===== src/rtl/vctr_rx_fifo.sv =====
// vctr_rx_fifo: oversampling UART receiver with start-bit validation,
// frame/parity/overflow error pulses and a first-word-fall-through receive
// FIFO presented as a valid/ready stream.
module vctr_rx_fifo #(
    parameter int CLKS_PER_BIT = 16,
    parameter int DATA_W       = 8,
    parameter int PARITY       = 0,
    parameter int STOP_BITS    = 1,
    parameter int FIFO_DEPTH   = 16
) (
    input  logic                          clock,
    input  logic                          rst,
    input  logic                          rx,
    output logic                          rx_valid,
    output logic [DATA_W-1:0]             rx_data,
    input  logic                          rx_ready,
    output logic [$clog2(FIFO_DEPTH):0]   fifo_count,
    output logic                          busy,
    output logic                          frame_err,
    output logic                          parity_err,
    output logic                          overflow
);

    localparam int HALF = CLKS_PER_BIT / 2;
    localparam int CW   = $clog2(CLKS_PER_BIT);
    localparam int BW   = $clog2(DATA_W + 1);
    localparam int AW   = $clog2(FIFO_DEPTH);
    localparam int NW   = AW + 1;

    localparam logic [CW-1:0] HALF_M1  = CW'(HALF - 1);
    localparam logic [CW-1:0] BIT_M1   = CW'(CLKS_PER_BIT - 1);
    localparam logic [BW-1:0] DATA_M1  = BW'(DATA_W - 1);
    localparam logic [BW-1:0] STOP_M1  = BW'(STOP_BITS - 1);
    localparam logic [NW-1:0] FULL_CNT = NW'(FIFO_DEPTH);

    typedef enum logic [2:0] {
        S_IDLE      = 3'd0,
        S_START     = 3'd1,
        S_DATA      = 3'd2,
        S_PARITY    = 3'd3,
        S_STOP      = 3'd4,
        S_WAIT_IDLE = 3'd5
    } state_t;

    // Received word plus parity bit is acceptable for the configured mode.
    function automatic logic parity_ok(input logic [DATA_W-1:0] d, input logic p);
        logic ok;
        case (PARITY)
            1:       ok = ((^d) ^ p) == 1'b1;
            2:       ok = ((^d) ^ p) == 1'b0;
            default: ok = 1'b1;
        endcase
        return ok;
    endfunction

    // Receiver state
    logic              rx_meta_q, rx_meta_d, rx_s_q, rx_s_d;
    state_t            state_q, state_d;
    logic [CW-1:0]     cnt_q, cnt_d;
    logic [BW-1:0]     bit_q, bit_d;
    logic [DATA_W-1:0] shift_q, shift_d;
    logic              par_q, par_d;
    logic              push_q, push_d;
    logic              busy_q, busy_d;
    logic              frame_err_q, frame_err_d;
    logic              parity_err_q, parity_err_d;
    logic              tick_s, stop_tick_s, last_stop_s, par_good_s;

    // FIFO state
    logic [DATA_W-1:0] mem_q [FIFO_DEPTH];
    logic [AW-1:0]     wr_ptr_q, wr_ptr_d, rd_ptr_q, rd_ptr_d;
    logic [NW-1:0]     count_q, count_d;
    logic              rx_valid_q, rx_valid_d;
    logic [DATA_W-1:0] rx_data_q, rx_data_d;
    logic              overflow_q, overflow_d;
    logic              pop_s, full_s, wr_en_s;

    // Sample point: half a bit into START, then one full bit period apart.
    assign tick_s = (state_q == S_START) ? (cnt_q == HALF_M1) : (cnt_q == BIT_M1);

    // State register, datapath registers and the two-flop synchroniser.
    always_ff @(posedge clock) begin
        if (rst) begin
            rx_meta_q    <= 1'b1;
            rx_s_q       <= 1'b1;
            state_q      <= S_IDLE;
            cnt_q        <= {CW{1'b0}};
            bit_q        <= {BW{1'b0}};
            shift_q      <= {DATA_W{1'b0}};
            par_q        <= 1'b0;
            push_q       <= 1'b0;
            busy_q       <= 1'b0;
            frame_err_q  <= 1'b0;
            parity_err_q <= 1'b0;
            wr_ptr_q     <= {AW{1'b0}};
            rd_ptr_q     <= {AW{1'b0}};
            count_q      <= {NW{1'b0}};
            rx_valid_q   <= 1'b0;
            rx_data_q    <= {DATA_W{1'b0}};
            overflow_q   <= 1'b0;
        end else begin
            rx_meta_q    <= rx_meta_d;
            rx_s_q       <= rx_s_d;
            state_q      <= state_d;
            cnt_q        <= cnt_d;
            bit_q        <= bit_d;
            shift_q      <= shift_d;
            par_q        <= par_d;
            push_q       <= push_d;
            busy_q       <= busy_d;
            frame_err_q  <= frame_err_d;
            parity_err_q <= parity_err_d;
            wr_ptr_q     <= wr_ptr_d;
            rd_ptr_q     <= rd_ptr_d;
            count_q      <= count_d;
            rx_valid_q   <= rx_valid_d;
            rx_data_q    <= rx_data_d;
            overflow_q   <= overflow_d;
        end
    end

    // FIFO storage; contents need no reset because pointers gate visibility.
    always_ff @(posedge clock) begin
        if (wr_en_s) begin
            mem_q[wr_ptr_q] <= shift_q;
        end
    end

    // Next-state logic for the frame FSM and its bit/clock counters.
    always_comb begin
        rx_meta_d = rx;
        rx_s_d    = rx_meta_q;
        state_d   = state_q;
        cnt_d     = cnt_q + CW'(1);
        bit_d     = bit_q;
        shift_d   = shift_q;
        par_d     = par_q;
        case (state_q)
            S_IDLE: begin
                cnt_d = {CW{1'b0}};
                if (!rx_s_q) begin
                    state_d = S_START;
                    bit_d   = {BW{1'b0}};
                end else begin
                    state_d = S_IDLE;
                end
            end
            S_START: begin
                if (tick_s) begin
                    cnt_d   = {CW{1'b0}};
                    state_d = rx_s_q ? S_IDLE : S_DATA;
                end else begin
                    state_d = S_START;
                end
            end
            S_DATA: begin
                if (tick_s) begin
                    cnt_d   = {CW{1'b0}};
                    shift_d = {rx_s_q, shift_q[DATA_W-1:1]};
                    if (bit_q == DATA_M1) begin
                        bit_d   = {BW{1'b0}};
                        state_d = (PARITY != 0) ? S_PARITY : S_STOP;
                    end else begin
                        bit_d   = bit_q + BW'(1);
                    end
                end else begin
                    state_d = S_DATA;
                end
            end
            S_PARITY: begin
                if (tick_s) begin
                    cnt_d   = {CW{1'b0}};
                    par_d   = rx_s_q;
                    state_d = S_STOP;
                end else begin
                    state_d = S_PARITY;
                end
            end
            S_STOP: begin
                if (tick_s) begin
                    cnt_d = {CW{1'b0}};
                    if (!rx_s_q) begin
                        state_d = S_WAIT_IDLE;
                    end else if (bit_q == STOP_M1) begin
                        bit_d   = {BW{1'b0}};
                        state_d = S_IDLE;
                    end else begin
                        bit_d   = bit_q + BW'(1);
                    end
                end else begin
                    state_d = S_STOP;
                end
            end
            S_WAIT_IDLE: begin
                // A held-low line (break) must not look like a new start bit.
                cnt_d   = {CW{1'b0}};
                state_d = rx_s_q ? S_IDLE : S_WAIT_IDLE;
            end
            default: begin
                cnt_d   = {CW{1'b0}};
                state_d = S_IDLE;
            end
        endcase
    end

    // Frame outcome: error pulses and push request, registered next cycle.
    always_comb begin
        stop_tick_s  = (state_q == S_STOP) && tick_s;
        last_stop_s  = stop_tick_s && rx_s_q && (bit_q == STOP_M1);
        par_good_s   = parity_ok(shift_q, par_q);
        frame_err_d  = stop_tick_s && !rx_s_q;
        parity_err_d = last_stop_s && !par_good_s;
        push_d       = last_stop_s && par_good_s;
        busy_d       = (state_d != S_IDLE);
    end

    // FIFO bookkeeping; shift_q still holds the pushed word in the push cycle.
    always_comb begin
        pop_s      = rx_valid_q && rx_ready;
        full_s     = (count_q == FULL_CNT);
        wr_en_s    = push_q && (!full_s || pop_s);
        overflow_d = push_q && full_s && !pop_s;
        wr_ptr_d   = wr_en_s ? wr_ptr_q + AW'(1) : wr_ptr_q;
        rd_ptr_d   = pop_s ? rd_ptr_q + AW'(1) : rd_ptr_q;
        case ({wr_en_s, pop_s})
            2'b10:   count_d = count_q + NW'(1);
            2'b01:   count_d = count_q - NW'(1);
            default: count_d = count_q;
        endcase
        rx_valid_d = (count_d != {NW{1'b0}});
        if (count_d == {NW{1'b0}}) begin
            rx_data_d = rx_data_q;
        end else if (wr_en_s && (rd_ptr_d == wr_ptr_q)) begin
            rx_data_d = shift_q;
        end else begin
            rx_data_d = mem_q[rd_ptr_d];
        end
    end

    assign rx_valid   = rx_valid_q;
    assign rx_data    = rx_data_q;
    assign fifo_count = count_q;
    assign busy       = busy_q;
    assign frame_err  = frame_err_q;
    assign parity_err = parity_err_q;
    assign overflow   = overflow_q;

endmodule


===== config.mk =====
export PLATFORM = sky130hd
export DESIGN_NAME = vctr_rx_fifo
export DESIGN_NICKNAME = d
export VERILOG_FILES = /design/src/rtl/vctr_rx_fifo.sv
export SDC_FILE = /design/constraint.sdc
export NUM_CORES = 1
export LEC_CHECK = 0
export ABC_AREA = 1
export CORE_MARGIN = 10
export CORE_UTILIZATION = 45
export CTS_CLUSTER_DIAMETER = 200
export DETAILED_ROUTE_END_ITERATION = 7
export GPL_TIMING_DRIVEN = 0
export PLACE_DENSITY = 0.63
export SETUP_SLACK_MARGIN = 0.2
export SLEW_MARGIN = 20
export SYNTH_ARGS = -nofsm -noshare
export SYNTH_HDL_FRONTEND = slang
export SYNTH_SLANG_ARGS = --single-unit
export TNS_END_PERCENT = 20

===== constraint.sdc =====
create_clock -name clock -period 2.7 [get_ports clock]
set_clock_uncertainty 0.05 [all_clocks]
set_input_delay 0.27 -clock clock [delete_from_list [all_inputs] [get_ports clock]]
set_output_delay 0.27 -clock clock [all_outputs]
set_load 0.03 [all_outputs]

Yosys cells after proc, flatten, opt, wreduce, memory -nomap -nowiden

Memories as Yosys holds them, arrays and structs flattened. A register that Yosys moved wholly into a read port is not among the register bits.
Index checks and enable logic that the tools add are counted.

Bits in registers: 39
RAM bits: 128
Bits of input ports: 4
Output and inout port bits: 18
Logic and storage cells: 83
Memories: 1

Memories:

| name  | depth | width | read ports | clocked after memory_dff | write ports | line | text |
|---|---|---|---|---|---|---|---|
| mem_q | 16    | 8     | 1          | 1                        | 1           | 70   | `logic [DATA_W-1:0] mem_q [FIFO_DEPTH];` |

$add $sub $neg: 6
Eq/ne operators: 15
Multiplexer cells: 23
Bitwise gates (word level): 1
Reductions and logical operators: 23

Operators by type and width:

| kind                                             | number |
|---|---|
| 2-to-1 mux 4 bit                                 | 7 |
| 2-to-1 mux 3 bit                                 | 7 |
| case mux 3 bit (6 select lines)                  | 1 |
| adder 4 x 1 -> 4 bit, second input constant      | 4 |
| case mux 4 bit (3 select lines)                  | 1 |
| case mux 5 bit (2 select lines)                  | 1 |
| == test 4 x 3 -> 1 bit, second input constant    | 2 |
| logical AND 1 bit                                | 8 |
| != test 2 bit, second input constant             | 4 |
| == test 3 x 2 -> 1 bit, second input constant    | 2 |
| == test 3 bit, second input constant             | 2 |
| nonzero test 3 bit                               | 2 |
| adder 5 x 1 -> 5 bit, second input constant      | 1 |
| == test 5 bit, second input constant             | 1 |
| logical NOT 5 bit                                | 1 |
| AND reduction 5 bit                              | 1 |
| nonzero test 5 bit                               | 1 |
| subtractor 5 x 1 -> 5 bit, second input constant | 1 |
| == test 4 bit, second input constant             | 1 |
| logical NOT 1 bit                                | 4 |
| logical NOT 4 bit                                | 1 |
| 2-to-1 mux 1 bit                                 | 4 |
| 2-to-1 mux 2 bit                                 | 2 |
| OR reduction 4 bit                               | 1 |
| 8 further kinds                                  | 8 |

Logic depth before layout (Yosys ltp)

Word-level depth: 8
Depth in mapped cells: 18
Mapped depth without buffers: 18

Worst setup path before layout

OpenSTA, ideal clock, no wires.

Path kind: register -> register
Start point: register rx_valid_q, in the netlist rx_valid
End point: register rx_data_q[0], in the netlist rx_data[0] (read register of mem_q)
Library setup time: 0.058 ns
Data arrival time: 2.246 ns
Required time: 2.592 ns
Setup slack: 0.346 ns
Stages on the path, launching flop included: 16
Buffers on the path: 0
Clock period less this slack: 2.354 ns
Cell sequence: dfxtp_1 -> nand2_4 -> clkinv_2 -> nand2_4 -> inv_1 -> ha_1 -> a21oi_1 -> nand2_1 -> xor2_1 -> nand2_1 -> nand2_1 -> nor2_2 -> nand2_4 -> nor2_8 -> nand2_1 -> nand2_1

Longest elaborated chain between the ends: 7
Elaborated cells on any way between the ends: 9
Those cells by class: eq/ne: 2; mux: 2; reduce/logical: 5

Ends and longest elaborated chain:

| item                                                           | line | text |
|---|---|---|
| start, declared                                                | 73   | `logic rx_valid_q, rx_valid_d;` |
| start signal, assigned                                         | 116  | `rx_valid_q <= rx_valid_d;` |
| logical AND 1 bit (*)                                          | 219  | `pop_s = rx_valid_q && rx_ready;` |
| logical OR 1 bit                                               | 221  | `wr_en_s = push_q && (!full_s \|\| pop_s);` |
| logical AND 1 bit                                              | 221  |  |
| == test 2 x 1 -> 1 bit / == test 2 bit (equally long branches) | 225  | `case ({wr_en_s, pop_s})` |
| case mux 5 bit (2 select lines)                                | 225  |  |
| logical NOT 5 bit                                              | 231  | `if (count_d == {NW{1'b0}}) begin` |
| logical NOT 1 bit (no line)                                    | -    |  |
| end, declared                                                  | 74   | `logic [DATA_W-1:0] rx_data_q, rx_data_d;` |

Mark *: on every way between the ends. The rest lies on a longest branch, timed or not.
A chain may end at the register's enable or synchronous reset.

Final worst setup path

Start point: register rx_valid_q, in the netlist rx_valid
End point: register rx_data_q[2], in the netlist rx_data[2] (read register of mem_q)

Same word-level chain as after synthesis.

==> flow_summary.json <==
{
  "period_minus_slack_ns": 2.25,
  "power.density_nw_per_um2": 743,
  "drtPass1Iterations": 5,
  "finalCritPeriodShare_pct": 83.3,
  "finalHoldViolCount": 0,
  "p_leak_nw": 3.74,
  "fp.dieArea_sq_um": 23700,
  "postCtsHoldBufs": 0,
  "power_frac_comb_pct": 19.1,
  "post-place-ws_ns": -0.191,
  "worst-path-buf-inv": 3,
  "r2r_cells": 18,
  "clock_latency_ns": 0.44,
  "r2r_setup_slack_ns": 0.45,
  "nets": 900,
  "floorplan.initialDensity_pct": 46.3,
  "vias": 5874,
  "synth_simple_gate_area_share_pct": 28.2,
  "cpMaxStageDelayCell": "dfxtp_4",
  "slew_violations": 0,
  "grtUsageTotal_pct": 17.0,
  "max_stage_delay_ns": 0.39,
  "synth_top_family_by_area": "simple AND/OR/NAND/NOR gates",
  "overflow": 0,
  "power.internal_mw": 4.88,
  "cp_common_cell": "nand2_1",
  "worstHoldStart": "rx",
  "cts_sinks": 175,
  "r2r-end": "rx_data[2]",
  "setup_viol": 0,
  "rows": 48,
  "crit_chain": "nand2_4 -> inv_4 -> nand2_4 -> inv_2 -> ha_1 -> nand2_1 -> inv_1 -> nand2_1 -> nand3_1 -> nand2_1 -> nand2_1 -> nand2_2 -> nand2_2 -> nor2_4 -> nand2_4 -> nor2_8 -> nand2_1 -> nand2_1",
  "ys_warn_count": 0,
  "clkPwrFrac_pct": 37.2,
  "rsz0062_at_grt": "no",
  "hold_path.class": "input port to flop",
  "postPlaceCellArea_sq_um": 8570,
  "finalSetupTns_ns": 0,
  "worstPathMaxFanout": 8,
  "ys_seq_elements": 175,
  "synth_mux_area_share_pct": 0,
  "synth_cells": 845,
  "power.switching_mw": 1.98,
  "first_global_vias": 5656,
  "whs_endpoint": "rx_meta_q",
  "wire_per_inst_um": 17.6,
  "path_delay_family": "simple AND/OR/NAND/NOR gates",
  "r2r-start": "rx_valid",
  "power_mw": 6.85,
  "swShare_pct": 28.9,
  "setup_ws_ns": 0.450,
  "synth.avg_cell_area_sq_um": 9.57,
  "fin_hold_ws_ns": 0.346,
  "ys_seq_area_share_pct": 59.1,
  "routabilityCongestion": 0.917,
  "cts_resized": 0,
  "io_buffers": 20,
  "cp.required_ns": 3.03,
  "antenna_left": 0,
  "cts_htree_levels": 4,
  "start_kind": "flop",
  "cts_tree": "yes",
  "synth-compound-area-share_pct": 2.95,
  "cts_buffer_depth": 2,
  "yosys.area_share.adder_pct": 1.95,
  "core-area_sq_um": 17500,
  "stdcell_area_sq_um": 9220,
  "diodes": 0,
  "status": "completed",
  "end_kind": "flop",
  "route.detailed.drc": 0,
  "tightest_slew_ns": 0.957,
  "critical_path_cell_count": 18,
  "area_delta_synth_final_pct": 14.0,
  "async_reset_ff_share_pct": 0,
  "fmax_ghz": 0.444,
  "synth-edff-count": 128,
  "via_per_inst": 5.24,
  "cts.clk_slew.worst_paths_ns": 0.07,
  "syn-num-nets": 861,
  "netlist-cell-type-count": 43,
  "path_class": "flop to flop",
  "synth_area_sq_um": 8090,
  "ios": 22,
  "antenna_found_initial": 0,
  "cts_inserted_buffers": 17,
  "hpwl_um": 13800,
  "die_h_um": 154,
  "routed_wl_um": 19800,
  "cts-root-buf": "clkbuf_16",
  "relSlewSlack_pct": 35.9,
  "p_seq_share_pct": 43.6,
  "drive_above_1_share_pct": 9.92,
  "ys.flop_type": "edfxtp_1",
  "max-cap-violations": 0,
  "dieWidth_um": 154,
  "cp.arrival_ns": 2.58,
  "post-cts-setup-buffer-count": 0,
  "min_path_cells": 2,
  "max-vdd-ir-drop_v": 0.000580,
  "synth-xor-area-share_pct": 0.433,
  "drt_iter0_markers": 519,
  "grt_max_degree": 20,
  "grt_pass1_wl_um": 31200
}
worst max-delay path by stage:
stage               slack [ns]          to      from
floorplan                 0.35  rx_data[0]  rx_valid
global route              0.20  rx_data[2]  rx_valid
CTS                       0.23  rx_data[1]  rx_valid
finish                    0.45  rx_data[2]  rx_valid
detailed placement       -0.19  rx_data[1]  rx_ready
global placement         -0.15  rx_data[6]  rx_ready
routing by layer:
metal | up-vias | GRT usage [%] | routed length [um]
met4 | 0 | 5.40 | 359
li1 | 2884 | - | -
met1 | 2788 | 21.7 | 8530
met2 | 173 | 27.8 | 9520
met3 | 29 | 3.93 | 1360
met5 | - | 0 | 0
Yosys cell counts (all sizes together) (2+ instances only):
| library cell | n | area share [%] |
|---|---|---|
| a21oi | 17 | 1.1 |
| edfxtp | 128 | 48 |
| dfxtp | 47 | 12 |
| nand2 | 205 | 11 |
| clkbuf | 10 | 0.46 |
| or2 | 2 | 0.15 |
| xor2 | 3 | 0.32 |
| clkinv | 2 | 0.11 |
| inv | 114 | 5.4 |
| nand3 | 132 | 8.4 |
| nor2 | 70 | 4.1 |
| ha | 11 | 1.7 |
| buf | 19 | 1.3 |
| nor4 | 2 | 0.15 |
| nand3b | 39 | 3.6 |
| o21ai | 16 | 0.99 |
| nor3 | 2 | 0.12 |
| o21bai | 2 | 0.37 |
| nand4 | 14 | 1.1 |
registers in the layout, indices dropped and copies added (netlist names), 3 cells and up:
signal and flops:
mem_q 128, rx_data 8, shift_q 8, fifo_count 5, bit_q 4, cnt_q 4, rd_ptr_q 4, wr_ptr_q 4
state_q 3
area by class of cell:
class                           instances  area (sq um)
Buffer                                 29           148
Clock buffer                           25           561
Clock inverter                          7          63.8
Fill cell                            1622          8250
Inverter                              116           443
Multi-Input combinational cell        525          2740
Sequential cell                       175          4790
Tap cell                              225           282
Timing Repair Buffer                   20           203
kinds of logic after synthesis:
family / after synthesis
flip-flops: 175
XOR/XNOR: 4
buffers and inverters: 145
adder cells (fa/ha/maj): 12
AO/OA/AOI/OAI: 41
AND/OR/NAND/NOR: 467
other: 1
power by group through the flow:
stage / clock network [mW] / registers [mW] / logic, mW
after floorplan: 0 / 3.16 / 0.733
after global placement: 0 / 3.04 / 1.29
after detailed placement: 0 / 3.04 / 1.30
after CTS: 2.57 / 2.99 / 1.30
after global routing: 2.69 / 3.00 / 1.43
final: 2.55 / 2.99 / 1.31
stage by stage:
| step | std cells | util, % |
|---|---|---|
| 5_1_grt | 1122 | 52.8 |
| 6_report | 1122 | 52.8 |
| 3_3_place_gp | 1090 | 49.0 |
| 2_1_floorplan | 845 | - |
| 4_1_cts | 1122 | 52.6 |
| 3_5_place_dp | 1090 | 49.0 |
cell usage in the layout, fill, tap and decap left out, types with 2 or more instances in the layout:
master / n
inv_2: 4
clkbuf_16: 21
buf_2: 12
ha_1: 10
clkdlybuf4s50_1: 19
clkbuf_1: 11
nand3b_1: 39
clkbuf_8: 2
inv_4: 6
nor3_1: 2
inv_1: 108
nand2_1: 189
or2_2: 2
nand2_2: 8
o21ai_0: 14
buf_4: 6
o21ai_1: 2
nand3_1: 130
nor2_1: 62
edfxtp_1: 128
nor4_1: 2
nand2_4: 8
clkinv_2: 3
nand4_1: 14
nor2_8: 2
dfxtp_1: 46
nor2_4: 5
a21oi_1: 17
xor2_1: 3
Note: power is estimated with default switching activity, not from simulation.
==> RTL edit: new RTL, config.mk and constraints unchanged <==
The parameter `FIFO_DEPTH` goes from 16 to 8.
--- a/src/rtl/vctr_rx_fifo.sv
+++ b/src/rtl/vctr_rx_fifo.sv
@@ -7,5 +7,5 @@
     parameter int PARITY       = 0,
     parameter int STOP_BITS    = 1,
-    parameter int FIFO_DEPTH   = 16
+    parameter int FIFO_DEPTH   = 8
 ) (
     input  logic                          clock,
Interface: changed (resized fifo_count); port bits go from 22 to 21. The function was not compared with the original's and may differ.
==> RTL edit against the original RTL <==
  * Design area fell by 37%
  * Power fell by 38%
  * Clock power fell by 61%
  * First-iteration DRC count fell by 62%
  * Wire length fell by 41%
  * Area after synthesis fell by 38%
  * Sequential cell count fell by 67
  * Synthesized cell count fell by 32%
  * Final cell count fell by 32%
  * Worst setup slack got worse by 0.26 ns
  * Utilization rose by 0.41 points
==> RTL edit: results (changes against the original RTL) <==
metric	value	unit	change
clock root buffer	clkbuf_8		
clock share of power	23.2	%	-14 points
clkbuf count	10		-60%
post-synthesis register bit count	108		-38%
reg2reg path depth	17		-1
filler instances	985		-39%
Clock buf/inv share	3.31	%	-3.5 points
P_seq	1890	uW	-37%
post-synthesis cell type count	37		-14%
gp weighted congestion	0.931		+1.5%
peak supply drop	0.000565	V	-2.6%
NumNets Final	630		-30%
First DRT Iteration DRCs	199		-62%
hold_sp	rst		
Post-synth EDFFs	64		-50%
max reg flops	64		-50%
area of the multi-input gates	1910	um2	-30%
Switch Pwr	1440	uW	-27%
Worst Hold Slack	0.290	ns	-0.0560 ns
multi-input gate count	370		-30%
Seq pwr share	44.7	%	+1.1 points
Max FO, Critical Path	7		-1
WL met2	5490	um	-42%
status	completed		
slowest CP cell	fa_2		
Post-synth top cells	nand2_1 (125), nor2_1 (91), inv_1 (78), edfxtp_1 (64), nand3_1 (51)		
share of cells above drive strength 1	13.7	%	+3.7 points
Setup crit end	rx_data[4]		
clock-pin slew on the worst setup and hold paths	0.10	ns	+0.03 ns
static leakage	0.00245	uW	-34%
number of global-route vias before repair	3682		-35%
buffers outside the clock class	45		-8.2%
wl on met1	5320	um	-38%
reg2reg setup slack	0.19	ns	-0.26 ns
Reg2Reg Launch Point	fifo_count[0]		
grt met1 use	18.3	%	-3.4 points
all-layer global routing usage	14.5	%	-2.5 points
## RTL edit: cell types whose count changed after synthesis, sizes merged, moves of 15 or more
cell / unedited run / this run
nand3: 132 / 54
nand2: 205 / 131
edfxtp: 128 / 64
inv: 114 / 80
nand3b: 39 / 8
nor2: 70 / 94
o21ai: 16 / 31
## RTL edit: per-stage QoR
stage                     instance area, um2  TNS, ns  std cells  setup WS [ns]
final                                   5790        0        762          0.190
after global routing                    5790        0        762         0.0572
after CTS                               5700        0        759          0.178
after detailed placement                5410   -15.91        734         -0.686
after global placement                  5410   -13.09        734         -0.627
after floorplan                         5050        0        576          0.210
## RTL edit: cell families after synthesis
| logic type | synth area share, % |
|---|---|
| buf+inv | 8.16 |
| simple gates | 27.9 |
| flops | 55.9 |
| xor+xnor | 0.873 |
| fa+ha+maj | 2.40 |
| compound gates | 4.67 |
| other cells | 0.0748 |
## RTL edit: repair_timing
action	4_1_cts	5_1_grt
resized for setup	13	28
pin swaps	6	10
setup buffers	8	3
setup endpoints to repair	17	10
cloned	1	0
